`src/rtl/sipo_frame_receiver_if.sv`:
```
// Parallel-side bus of the serial frame receiver: word, valid/ready handshake and status.
// The receiver drives the master modport; the consumer uses the slave modport.
interface sipo_frame_receiver_if #(
    parameter int DATA_W = 8
);
    logic [DATA_W-1:0] data_out;
    logic              data_valid;
    logic              data_ready;
    logic              parity_err;
    logic              overrun;
    logic              busy;

    modport master (
        output data_out,
        output data_valid,
        output parity_err,
        output overrun,
        output busy,
        input  data_ready
    );

    modport slave (
        input  data_out,
        input  data_valid,
        input  parity_err,
        input  overrun,
        input  busy,
        output data_ready
    );
endinterface

```
`src/rtl/sipo_frame_receiver.sv`:
```
// Serial-to-parallel frame receiver: start bit, DATA_W data bits MSB-first, optional
// even parity, with a one-entry holding register behind a valid/ready handshake.
module sipo_frame_receiver #(
    parameter int DATA_W    = 8,
    parameter bit PARITY_EN = 1'b1
) (
    input  logic                  clk,
    input  logic                  rst_n,
    input  logic                  serial_in,
    input  logic                  shift_en,
    sipo_frame_receiver_if.master bus
);
    localparam int              CNT_W    = (DATA_W > 2) ? $clog2(DATA_W) : 1;
    localparam logic [CNT_W-1:0] LAST_BIT = CNT_W'(DATA_W - 1);

    typedef enum logic [1:0] {
        IDLE,
        DATA,
        PARITY
    } state_t;

    state_t            state;
    state_t            state_next;
    logic [CNT_W-1:0]  bit_cnt;
    logic [CNT_W-1:0]  bit_cnt_next;
    logic [DATA_W-1:0] shreg;
    logic [DATA_W-1:0] shreg_next;
    logic              frame_done;
    logic [DATA_W-1:0] word;
    logic              word_perr;

    logic [DATA_W-1:0] data_q;
    logic              valid_q;
    logic              perr_q;
    logic              overrun_q;
    logic              hold_free;

    always_ff @(posedge clk) begin
        if (rst_n) begin
            state   <= IDLE;
            bit_cnt <= '0;
            shreg   <= '0;
        end else begin
            state   <= state_next;
            bit_cnt <= bit_cnt_next;
            shreg   <= shreg_next;
        end
    end

    // word/word_perr are only meaningful on the edge where frame_done is high
    always_comb begin
        state_next   = state;
        bit_cnt_next = bit_cnt;
        shreg_next   = shreg;
        frame_done   = 1'b0;
        word         = shreg;
        word_perr    = 1'b0;
        if (shift_en) begin
            case (state)
                IDLE: begin
                    if (serial_in) begin
                        state_next   = DATA;
                        bit_cnt_next = '0;
                    end
                end
                DATA: begin
                    shreg_next   = {shreg[DATA_W-2:0], serial_in};
                    bit_cnt_next = bit_cnt + 1'b1;
                    if (bit_cnt == LAST_BIT) begin
                        bit_cnt_next = '0;
                        if (PARITY_EN) begin
                            state_next = PARITY;
                        end else begin
                            state_next = IDLE;
                            frame_done = 1'b1;
                            word       = shreg_next;
                        end
                    end
                end
                PARITY: begin
                    state_next = IDLE;
                    frame_done = 1'b1;
                    word       = shreg;
                    word_perr  = (^shreg) ^ serial_in;
                end
                default: begin
                    state_next = IDLE;
                end
            endcase
        end
    end

    assign hold_free = !valid_q || bus.data_ready;

    // A completing frame may reuse the slot in the same edge it is being consumed
    always_ff @(posedge clk) begin
        if (rst_n) begin
            data_q    <= '0;
            valid_q   <= 1'b0;
            perr_q    <= 1'b0;
            overrun_q <= 1'b0;
        end else if (frame_done) begin
            if (hold_free) begin
                data_q  <= word;
                perr_q  <= word_perr;
                valid_q <= 1'b1;
            end else begin
                overrun_q <= 1'b1;
            end
        end else if (valid_q && bus.data_ready) begin
            valid_q <= 1'b0;
            perr_q  <= 1'b0;
        end
    end

    assign bus.data_out   = data_q;
    assign bus.data_valid = valid_q;
    assign bus.parity_err = PARITY_EN ? perr_q : 1'b0;
    assign bus.overrun    = overrun_q;
    assign bus.busy       = (state != IDLE);
endmodule

```
`src/flat_wrapper.sv`:
```
// flat-port wrapper written by rule: the top's interface ports become plain ports
module sipo_frame_receiver_flat 
#(
    parameter int DATA_W    = 8,
    parameter bit PARITY_EN = 1'b1
)
  (clk, rst_n, serial_in, shift_en, bus_data_out, bus_data_valid, bus_parity_err, bus_overrun, bus_busy, bus_data_ready);
  sipo_frame_receiver_if #(.DATA_W(DATA_W)) bus_i ();
  input  logic clk;
  input  logic rst_n;
  input  logic serial_in;
  input  logic shift_en;
  output wire logic [$bits(bus_i.data_out)-1:0] bus_data_out;
  output wire logic [$bits(bus_i.data_valid)-1:0] bus_data_valid;
  output wire logic [$bits(bus_i.parity_err)-1:0] bus_parity_err;
  output wire logic [$bits(bus_i.overrun)-1:0] bus_overrun;
  output wire logic [$bits(bus_i.busy)-1:0] bus_busy;
  input wire logic [$bits(bus_i.data_ready)-1:0] bus_data_ready;
  assign bus_data_out = bus_i.data_out;
  assign bus_data_valid = bus_i.data_valid;
  assign bus_parity_err = bus_i.parity_err;
  assign bus_overrun = bus_i.overrun;
  assign bus_busy = bus_i.busy;
  assign bus_i.data_ready = bus_data_ready;
  sipo_frame_receiver #(.DATA_W(DATA_W), .PARITY_EN(PARITY_EN)) u_core (.clk(clk), .rst_n(rst_n), .serial_in(serial_in), .shift_en(shift_en), .bus(bus_i));
endmodule
```
`config.mk`:
```
export PLATFORM = sky130hd
export DESIGN_NAME = sipo_frame_receiver_flat
export DESIGN_NICKNAME = d
export VERILOG_FILES = /design/src/rtl/sipo_frame_receiver_if.sv /design/src/rtl/sipo_frame_receiver.sv /design/src/flat_wrapper.sv
export SDC_FILE = /design/constraint.sdc
export NUM_CORES = 1
export LEC_CHECK = 0
export BUFFER_PORTS_ARGS = -buffer_cell sky130_fd_sc_hd__buf_2
export CELL_PAD_IN_SITES_DETAIL_PLACEMENT = 1
export CELL_PAD_IN_SITES_GLOBAL_PLACEMENT = 2
export CORE_AREA = 3 3 83 46
export CTS_CLUSTER_SIZE = 30
export DETAILED_ROUTE_END_ITERATION = 6
export DIE_AREA = 0 0 86 49
export PLACE_DENSITY_LB_ADDON = 0.25
export SYNTH_ARGS = -nofsm -noshare
export SYNTH_HDL_FRONTEND = slang
export SYNTH_SLANG_ARGS = --single-unit
```
`constraint.sdc`:
```
create_clock -name clk -period 1.8 [get_ports clk]
set_input_delay 0 -clock clk [delete_from_list [all_inputs] [get_ports clk]]
set_output_delay 0 -clock clk [all_outputs]
set_load 0.005 [all_outputs]
```
-- Word-level counts from Yosys, hierarchy flattened
Cells that the tools add are included.
- register bits: 24
- reductions and logical operators: 14
- mux-type cells: 15
- equality and inequality tests: 6
- add/subtract/negate cells: 1
- bitwise operators: 2
- operator list (kind ; number):
    2-to-1 mux 1 bit ; 9
    AND reduction 2 bit ; 4
    parity 8 bit ; 1
    2-to-1 mux 3 bit ; 2
    case mux 3 bit (2 select lines) ; 1
    AND reduction 3 bit ; 2
    nonzero test 2 bit ; 3
    2-to-1 mux 2 bit ; 2
    != test 2 bit (second input constant) ; 2
    case mux 2 bit (2 select lines) ; 1
    adder 3 x 1 -> 3 bit (second input constant) ; 1
    equality test 3 bit (second input constant) ; 1
    equality test 2 x 1 -> 1 bit (second input constant) ; 1
    equality test 2 bit (second input constant) ; 1
    logical NOT 2 bit ; 1
    != test 2 x 1 -> 1 bit (second input constant) ; 1
    logical AND 1 bit ; 1
    logical NOT 1 bit ; 1
    logical OR 1 bit ; 1
    NOT 1 bit ; 1
    bitwise XOR 1 bit ; 1

-- Longest topological paths before layout
Gate-level depths: netlist (run 1).
- word-level depth: 6
- depth in mapped cells: 6

-- Worst setup path after synthesis (run 1)
Ideal clock, no wire load.
- kind: reg-to-reg
- start point: register u_core.shreg[0]
- end point: register u_core.perr_q (netlist: u_core.bus.parity_err)
- required time: 1.697 ns
- arrival time: 1.378 ns
- stages on the path, launching flop included: 5
- clock period less this slack: 1.482 ns
- setup time: 0.103 ns
- setup slack: 0.318 ns
- cells stage by stage: dfxtp_1 xor2_1 xnor3_2 xnor2_1 a2111oi_2
- word-level cells in the longest chain between the ends: 6
- RTL lines (item ; line ; text):
    start: declaration ; sipo_frame_receiver.sv:26 ; logic [DATA_W-1:0] shreg;
    start signal: assignment ; sipo_frame_receiver.sv:46 ; shreg <= shreg_next;
    parity 8 bit ; sipo_frame_receiver.sv:84 ; word_perr = (^shreg) ^ serial_in;
    bitwise XOR 1 bit ; sipo_frame_receiver.sv:84 ;
    2-to-1 mux 1 bit ; sipo_frame_receiver.sv:59 ; case (state)
    2-to-1 mux 1 bit ; sipo_frame_receiver.sv:58 ; if (shift_en) begin
    2-to-1 mux 1 bit ; sipo_frame_receiver.sv:103 ; if (hold_free) begin
    2-to-1 mux 1 bit ; sipo_frame_receiver.sv:102 ; end else if (frame_done) begin
    end signal: assignment ; sipo_frame_receiver.sv:105 ; perr_q <= word_perr;
    end: declaration ; sipo_frame_receiver.sv:34 ; logic perr_q;
Every way passes these cells. The select of a mux whose other input is x is not followed.
A chain may end at the register's enable or synchronous reset.

-- Worst setup path in the final report (run 1)
- start point: register u_core.shreg[5]
- end point: register u_core.perr_q (netlist: u_core.bus.parity_err)
Same word-level chain as after synthesis.

==> results of run 1 <==
==> worst max path at each step <==
stage,start,to,depth (start not counted)
floorplan,u_core.shreg[0],u_core.bus.parity_err,4
global placement,u_core.shreg[0],u_core.bus.parity_err,4
detailed placement,u_core.shreg[0],u_core.bus.parity_err,4
CTS,u_core.shreg[5],u_core.bus.parity_err,4
global route,u_core.shreg[5],u_core.bus.parity_err,4
finish,u_core.shreg[5],u_core.bus.parity_err,4
==> power by group through the flow <==
stage | Sequential, mW | Combinational (mW) | Clock, mW
2_1_floorplan | 0.550 | 0.0515 | 0
3_3_place_gp | 0.555 | 0.0626 | 0
3_5_place_dp | 0.556 | 0.0632 | 0
4_1_cts | 0.543 | 0.0644 | 0.384
5_1_grt | 0.544 | 0.0694 | 0.401
6_report | 0.543 | 0.0632 | 0.369
==> cell type report <==
cell class,count,share of cell area
clock buffers,4,0.0463
flip-flops and latches,24,0.404
inverters,1,0.00315
multi-input cells,75,0.437
well taps,40,0.0421
repair buffers,16,0.0673
==> synthesized netlist by cell type (all sizes together), types with 2 or more instances <==
master   n
nand2    5
nand2b   2
nor2    22
nand3b   2
a21oi    8
clkbuf   2
xor2     2
nor2b    2
mux2i   16
xnor2    4
nand3    2
buf      2
ha       2
dfxtp   24
==> worst reg2reg max path, stage by stage (launching register included) <==
cell	delay [ns]
dfxtp_1	0.40
xor2_1	0.19
xnor3_2	0.45
xnor2_1	0.15
a2111oi_2	0.34
==> metal layers <==
metal / GRT usage / up-vias / wire length (um)
li1: - / 384 / -
met1: 0.138 / 357 / 1090
met5: 0 / - / 0
met2: 0.175 / 10 / 1010
met3: 0.0405 / 2 / 89
met4: 0.0158 / 0 / 8
==> registers in the layout, indices dropped and copies added, names as in the netlist <==
register	count
u_core.bit_cnt	3
u_core.bus.data_out	8
u_core.bus.data_valid	1
u_core.bus.overrun	1
u_core.bus.parity_err	1
u_core.shreg	8
u_core.state	2
==> cells by family after synthesis <==
group,after synthesis
and+or+nand+nor,40
DFF,24
muxes,16
xor gates and xnor gates,7
adders and majority gates,2
AOI/OAI and AO/OA,10
buffers and inverters,5
==> metrics by stage <==
step / cell area [um^2] / hold WS [ns]
after global routing: 1190 / 0.0607
after floorplan: 1020 / 0.0689
after CTS: 1190 / 0.0633
after global placement: 1130 / 0.328
final: 1190 / 0.0723
after detailed placement: 1130 / 0.344
==> out/metrics.csv, run 1 <==
metric,value,unit
"commonest non-fill, non-tap cell in the layout",dfxtp_1,
Clock transition at path regs,0.09,ns
routed vias,753,
Post-Route WL,2.20,mm
Sum Neg Setup Slack,0,ns
final core utilization,0.393,
sequential area share after synthesis,0.470,
Worst R2R End,u_core.bus.parity_err,
Finished Layout Cells,160,
CTS sink cnt,24,
"commonest non-fill, non-tap cells in the layout","dfxtp_1, nor2_1, mux2i_1, buf_2, a21oi_1",
final setup violation count,0,
DRC,0,
Final period util,0.906,
Pwr Density,820,nW/um^2
CP max FO,4,
initial core utilization,0.337,
"Avg Cell Area, Syn",9.83,um^2
Pint,0.759,mW
first-pass GRT wire length,3.57,mm
Gate power share,0.065,
Slew HR,0.681,
Max-Cap Viols,0,
Total Routing Usage GR,0.108,
hold path startpoint,bus_data_ready,
CP max stage delay,0.45,ns
Synth-to-Final Area Change,16.4,%
largest cells by area after synthesis,"dfxtp_1, mux2i_1, nor2_1",
yosys warns,0,
Worst Hold Class,in -> reg,
Yosys top cell area share,0.470,
clock tree buffer depth,2,
Clock Latency Late Sink,0.26,ns
post-synthesis cell area,1020,um^2
switching share of power,0.221,
Iter 0 DRT Violations,22,
XOR/XNOR share of the synthesized area,0.0747,
RSZ-0062 raised after global routing,no,
Total Power,0.975,mW
register area,480,um^2
Worst Setup Start Kind,flip-flop,
routability cong.,0.673,
cells on worst reg2reg path,4,
Clk pwr share,0.378,
Sequential Power Share,0.557,
clk_skew,0.00296,ns
Switching Power,0.216,mW
final hold viol count,0,
worst reg2reg startpoint,u_core.shreg[5],
DP Wirelength,1.51,mm
CP max-delay cell,xnor3_2,
diodes inserted,0,
initial antenna violation count,0,
fin nets,128,
LEAKAGE,0.525,nW
Hold Path Depth,3,
post-synth cell types,24,
drt wl/cell,13.7,um
asr flop ratio synth,0,
"area leader, netlist",dfxtp_1,
Compound-Gate Fraction of Synth Area,0.0612,
outcome,"complete, no violations",
drt via density,4.71,
post-synthesis mux area share,0.157,
io pins,17,
peak supply drop,0.549,mV
largest net degree at the start of global routing,25,
PortBufs,16,
Die ar.,4210,um^2
Post-Synth Adder-Cell Area,0.0245,
syn_nets,111,
area taken by multi-input logic gates,520,um^2
layout cell share with drive strength beyond 1,0.200,
post-CTS setup buffer count,0,
Post-CTS Hold Buffers,0,
die width,86,um
WS Path Type,reg -> reg,
Placed Instances,156,
min Tclk post-route,1.63,ns
"reg-to-reg slack, setup",0.17,ns
Overflow after GRT,0,
Bufs and invs on worst path,0,
"Primary FF master, synth",dfxtp_1,
CP Capture Type,flip-flop,
vias in the first global route,714,
PnR worst setup slack,0.170,ns
pre-CTS setup slack,0.245,ns
Root Buffer,clkbuf_8,
#FFs+latches synth,24,
post-synthesis simple-gate area fraction,0.192,
DRT Pass-1 Iters,4,
Fillers,362,
synthesized instance count,104,
WHS Endpoint,u_core.bus.data_valid,
Max H-tree Level,1,
"EDFF count, synth",0,
Resize count post-CTS,0,
main combinational cell family by area after synthesis,simple AND/OR/NAND/NOR gates,
Max Fclk,613,MHz
CTS tree,yes,
Slew @ Worst Pin,0.479,ns
Max Slew Vio Count,0,
core area,3030,um^2
cell family with most CP delay,XOR/XNOR gates,
CTS Buf Count,3,
critical-path cell list,"xor2_1, xnor3_2, xnor2_1, a2111oi_2",
critical path data required time,1.97,ns
Critical Path AT,1.80,ns
Row Count,14,
die height,49,um
ANT nets after route,0,
Power figures use the tool's default switching activity.
==> inputs of run 2 (changes only) <==
--- a/config.mk
+++ b/config.mk
@@ -8,10 +8,11 @@
 export BUFFER_PORTS_ARGS = -buffer_cell sky130_fd_sc_hd__buf_2
 export CELL_PAD_IN_SITES_DETAIL_PLACEMENT = 1
 export CELL_PAD_IN_SITES_GLOBAL_PLACEMENT = 2
-export CORE_AREA = 3 3 83 46
+export CORE_AREA = 3 3 61 58
+export CTS_BUF_LIST = sky130_fd_sc_hd__clkbuf_8
 export CTS_CLUSTER_SIZE = 30
 export DETAILED_ROUTE_END_ITERATION = 6
-export DIE_AREA = 0 0 86 49
+export DIE_AREA = 0 0 64 61
 export PLACE_DENSITY_LB_ADDON = 0.25
 export SYNTH_ARGS = -nofsm -noshare
 export SYNTH_HDL_FRONTEND = slang
==> run 2 against run 1 <==
Against the previous run:
- via count up 3.5%
- global-route usage is 1.1 points higher
- sequential share of layout area is 0.13 points higher
==> out/metrics.csv, run 2 (synthesized netlist as in run 1, its figures left out) <==
metric,value,unit,change
initial antenna violation count,0,,unchanged
ANT nets after route,0,,unchanged
fin nets,129,,+0.78%
Switching Power,0.196,mW,-9.4%
Fillers,361,,-0.28%
Pwr Density,768,nW/um^2,-6.2%
Max Fclk,637,MHz,+3.9%
CTS Buf Count,3,,unchanged
die height,61,um,+24%
Final period util,0.872,,-0.0337
clk_skew,0.00257,ns,-0.000398 ns
Post-CTS Hold Buffers,0,,unchanged
Synth-to-Final Area Change,16.0,%,
drt via density,4.81,,+2.2%
post-CTS setup buffer count,0,,unchanged
switching share of power,0.215,,-0.00675
Post-Route WL,2.03,mm,-7.4%
Overflow after GRT,0,,unchanged
routed vias,779,,+3.5%
LEAKAGE,0.523,nW,-0.38%
"commonest non-fill, non-tap cell in the layout",dfxtp_1,,
Max H-tree Level,1,,unchanged
CP max FO,4,,unchanged
dpl cell area,1140,um^2,+0.88%
Total Routing Usage GR,0.119,,+0.0112
Clock Latency Late Sink,0.26,ns,about the same
DP Wirelength,1.47,mm,-2.4%
core area,2970,um^2,-1.9%
initial core utilization,0.344,,+0.00668
Resize count post-CTS,0,,unchanged
largest net degree at the start of global routing,25,,unchanged
WS Path Type,reg -> reg,,
"commonest non-fill, non-tap cells in the layout","dfxtp_1, nor2_1, mux2i_1, buf_2, a21oi_1",,
Pint,0.716,mW,-5.7%
Sequential Power Share,0.592,,+0.035
peak supply drop,0.536,mV,-2.5%
WHS,0.0652,ns,-0.00703 ns
Slew HR,0.701,,+0.0198
Gate power share,0.077,,+0.012
PortBufs,16,,unchanged
Max Slew Vio Count,0,,unchanged
final hold viol count,0,,unchanged
Sum Neg Setup Slack,0,ns,unchanged
CTS tree,yes,,
CP Capture Type,flip-flop,,
CTS sink cnt,24,,unchanged
routability cong.,0.710,,+5.5%
first-pass GRT wire length,3.57,mm,unchanged
Critical Path AT,1.73,ns,-0.07 ns
DRC,0,,unchanged
diodes inserted,0,,unchanged
min Tclk post-route,1.57,ns,-0.0606 ns
DRT Pass-1 Iters,4,,unchanged
Worst Setup Start Kind,flip-flop,,
Clock transition at path regs,0.08,ns,about the same
Row Count,19,,+5
PnR worst setup slack,0.230,ns,+0.0606 ns
Worst Hold Class,in -> reg,,
outcome,"complete, no violations",,
Max-Cap Viols,0,,unchanged
RSZ-0062 raised after global routing,no,,
Clk pwr share,0.332,,-0.046
vias in the first global route,751,,+5.2%
final setup violation count,0,,unchanged
Die ar.,3900,um^2,-7.4%
critical path data required time,1.96,ns,about the same
clock tree buffer depth,2,,unchanged
die width,64,um,-26%
drt wl/cell,12.6,um,-8.6%
Slew @ Worst Pin,0.443,ns,-0.0359 ns
design area,1190,um^2,-0.32%
layout cell share with drive strength beyond 1,0.200,,unchanged
Root Buffer,clkbuf_8,,
Iter 0 DRT Violations,33,,+50%
io pins,17,,unchanged
pre-CTS setup slack,0.231,ns,-0.0134 ns
[run 2: power groups by stage]
stage	sequential, mW	combinational [mW]	clock (mW)
after global routing	0.540	0.0782	0.349
after detailed placement	0.552	0.0706	0
final	0.539	0.0698	0.302
after CTS	0.540	0.0713	0.318
after floorplan	0.550	0.0515	0
after global placement	0.551	0.0693	0
[run 2: routing by layer]
layer | track usage | wire [um] | vias to the layer above
met5 | 0 | 0 | -
li1 | - | - | 385
met1 | 0.159 | 1010 | 377
met2 | 0.189 | 900 | 15
met4 | 0.0277 | 17 | 0
met3 | 0.0370 | 105 | 2
[run 2: critical path, stage by stage, from the launching register on]
cell,delay [ns]
dfxtp_1,0.40
xor2_1,0.16
xnor3_2,0.43
xnor2_1,0.15
a2111oi_2,0.33
[run 2: final cells by class]
class	instances	area (um^2)	area share
multi-input cells	75	520	0.439
flip-flops and latches	24	480	0.405
repair buffers	17	87.6	0.0738
well taps	42	52.6	0.0443
clock buffers	3	41.3	0.0348
inverters	1	3.75	0.00316
[run 2: final timing paths]
kind / from / to / slack [ns] / cells after the start
worst max-delay path: u_core.shreg[5] / u_core.bus.parity_err / 0.23 / 4
worst min-delay path: serial_in / u_core.shreg[0] / 0.07 / 3
worst max register to register: u_core.shreg[5] / u_core.bus.parity_err / 0.23 / 4
worst min register to register: u_core.bit_cnt[2] / u_core.bit_cnt[2] / 0.46 / 2
[run 2: per-stage QoR]
stage / instances / power, mW / utilization
after floorplan: 104 / 0.602 / -
after global placement: 159 / 0.621 / 0.385
after detailed placement: 159 / 0.623 / 0.385
after CTS: 162 / 0.929 / 0.399
after global routing: 162 / 0.967 / 0.399
final: 162 / 0.911 / 0.399
==> inputs of run 3 (changes only) <==
--- a/config.mk
+++ b/config.mk
@@ -9,7 +9,7 @@
 export CELL_PAD_IN_SITES_DETAIL_PLACEMENT = 1
 export CELL_PAD_IN_SITES_GLOBAL_PLACEMENT = 2
 export CORE_AREA = 3 3 61 58
-export CTS_BUF_LIST = sky130_fd_sc_hd__clkbuf_8
+export CTS_BUF_LIST = sky130_fd_sc_hd__clkbuf_4 sky130_fd_sc_hd__clkbuf_8
 export CTS_CLUSTER_SIZE = 30
 export DETAILED_ROUTE_END_ITERATION = 6
 export DIE_AREA = 0 0 64 61
==> run 3 against run 2 <==
Against the previous run:
- sequential cell count stayed put
- count of clock-buffer cells in the layout did not move
- routed wire length barely moved
- sequential power is essentially flat
- global-route usage unchanged
- cell count stayed put
- final area shrank 1.6%
- worst setup slack worse by 0.0095 ns
- fmax down 0.60%
- first-iteration DRC count is 6.1% lower
- utilization down 0.63 points
- largest cell class unchanged
==> out/metrics.csv, run 3 (synthesized netlist as in run 1, its figures left out) <==
metric,value,unit,change
outcome,"complete, no violations",,
PortBufs,16,,unchanged
WS Path Type,reg -> reg,,
die height,61,um,unchanged
CTS tree,yes,,
fin nets,129,,unchanged
Pwr Density,714,nW/um^2,-7.1%
routability cong.,0.710,,unchanged
CTS sink cnt,24,,unchanged
Sum Neg Setup Slack,0,ns,unchanged
top routing layer in use,met4,,
routed vias,777,,-0.26%
LEAKAGE,0.515,nW,-1.5%
initial antenna violation count,0,,unchanged
cell family with most CP delay,XOR/XNOR gates,,
core area,2970,um^2,unchanged
first-pass GRT wire length,3.57,mm,-0.20%
"commonest non-fill, non-tap cell in the layout",dfxtp_1,,
CTS Buf Count,3,,unchanged
layout cell share with drive strength beyond 1,0.200,,unchanged
final hold viol count,0,,unchanged
Max-Cap Viols,0,,unchanged
DRT Pass-1 Iters,4,,unchanged
CP max FO,4,,unchanged
DR WL met2,886,um,-1.6%
diodes inserted,0,,unchanged
DRC,0,,unchanged
Post-Route WL,2.03,mm,about the same
vias in the first global route,751,,unchanged
Row Count,19,,unchanged
CP max stage delay,0.43,ns,about the same
Synth-to-Final Area Change,14.2,%,
Total Routing Usage GR,0.119,,unchanged
largest net degree at the start of global routing,25,,unchanged
io pins,17,,unchanged
min Tclk post-route,1.58,ns,+0.00948 ns
drt via density,4.80,,-0.26%
Worst Hold Class,in -> reg,,
length of routed met3 wiring,104,um,-0.95%
CP Capture Type,flip-flop,,
clk_skew,0.000794,ns,-0.00177 ns
Clock Latency Late Sink,0.30,ns,+0.04 ns
met1 wire length,1.02,mm,+1.3%
Clock transition at path regs,0.12,ns,+0.04 ns
Fillers,364,,+0.83%
DP Wirelength,1.47,mm,unchanged
critical-path cell list,"xor2_1, xnor3_2, xnor2_1, a2111oi_2",,
ANT nets after route,0,,unchanged
Die ar.,3900,um^2,unchanged
Final period util,0.877,,+0.00527
peak supply drop,0.340,mV,-37%
Resize count post-CTS,0,,unchanged
Critical Path AT,1.79,ns,+0.06 ns
critical path data required time,2.01,ns,+0.05 ns
final setup violation count,0,,unchanged
Bufs and invs on worst path,0,,unchanged
CP max-delay cell,xnor3_2,,
Post-CTS Hold Buffers,0,,unchanged
Root Buffer,clkbuf_4,,
initial core utilization,0.344,,unchanged
clock tree buffer depth,2,,unchanged
WHS,0.0114,ns,-0.0538 ns
drt wl/cell,12.5,um,about the same
"commonest non-fill, non-tap cells in the layout","dfxtp_1, nor2_1, mux2i_1, buf_2, a21oi_1",,
Slew HR,0.689,,-0.0117
Max Slew Vio Count,0,,unchanged
RSZ-0062 raised after global routing,no,,
Overflow after GRT,0,,unchanged
Slew @ Worst Pin,0.466,ns,+0.0238 ns
Iter 0 DRT Violations,31,,-6.1%
post-CTS setup buffer count,0,,unchanged
Max Fclk,633,MHz,-0.60%
Max H-tree Level,1,,unchanged
die width,64,um,unchanged
Worst Setup Start Kind,flip-flop,,
-- run 3: cell counts in the layout (fill, tap and decap cells not counted) --
Identical to the previous run, type by type.
-- run 3: layer usage --
metal	track usage	up-vias
li1	-	386
met3	0.0426	2
met4	0.0277	0
met2	0.183	15
met5	0	-
met1	0.160	374
-- run 3: cell type report --
class | count | area (um^2) | share of cell area
multi-input combinational | 75 | 520 | 0.446
inverter | 1 | 3.75 | 0.00322
clock buffer | 3 | 22.5 | 0.0193
timing repair buffer | 17 | 87.6 | 0.0750
tap | 42 | 52.6 | 0.0450
sequential | 24 | 480 | 0.412
-- run 3: through the flow --
stage / setup slack, ns / cell area [um^2] / std cells / power, mW / util
floorplan: 0.318 / 1020 / 104 / 0.602 / -
global placement: 0.264 / 1140 / 159 / 0.621 / 0.385
detailed placement: 0.231 / 1140 / 159 / 0.623 / 0.385
CTS: 0.203 / 1170 / 162 / 0.854 / 0.393
global route: 0.144 / 1170 / 162 / 0.884 / 0.393
finish: 0.221 / 1170 / 162 / 0.833 / 0.393
-- run 3: final timing paths --
check / endpoint / from / depth (start not counted) / slack (ns)
worst max-delay path: u_core.bus.parity_err / u_core.shreg[5] / 4 / 0.22
worst max register to register: u_core.bus.parity_err / u_core.shreg[5] / 4 / 0.22
worst min-delay path: u_core.bus.data_valid / bus_data_ready / 3 / 0.01
worst min register to register: u_core.bit_cnt[2] / u_core.bit_cnt[2] / 2 / 0.47
-- run 3: power by group --
| part | total, mW | switching (mW) | internal [mW] |
|---|---|---|---|
| Clock | 0.223 | 0.145 | 0.0780 |
| Combinational | 0.0700 | 0.0388 | 0.0313 |
| Sequential | 0.540 | 0.00388 | 0.536 |
-- run 3: worst register-to-register path, delay by kind of cell, from the launching register on --
family                    cells  cell delay (ns)
DFF                           1             0.42
AOI/OAI and AO/OA             1             0.33
xor gates and xnor gates      3             0.74
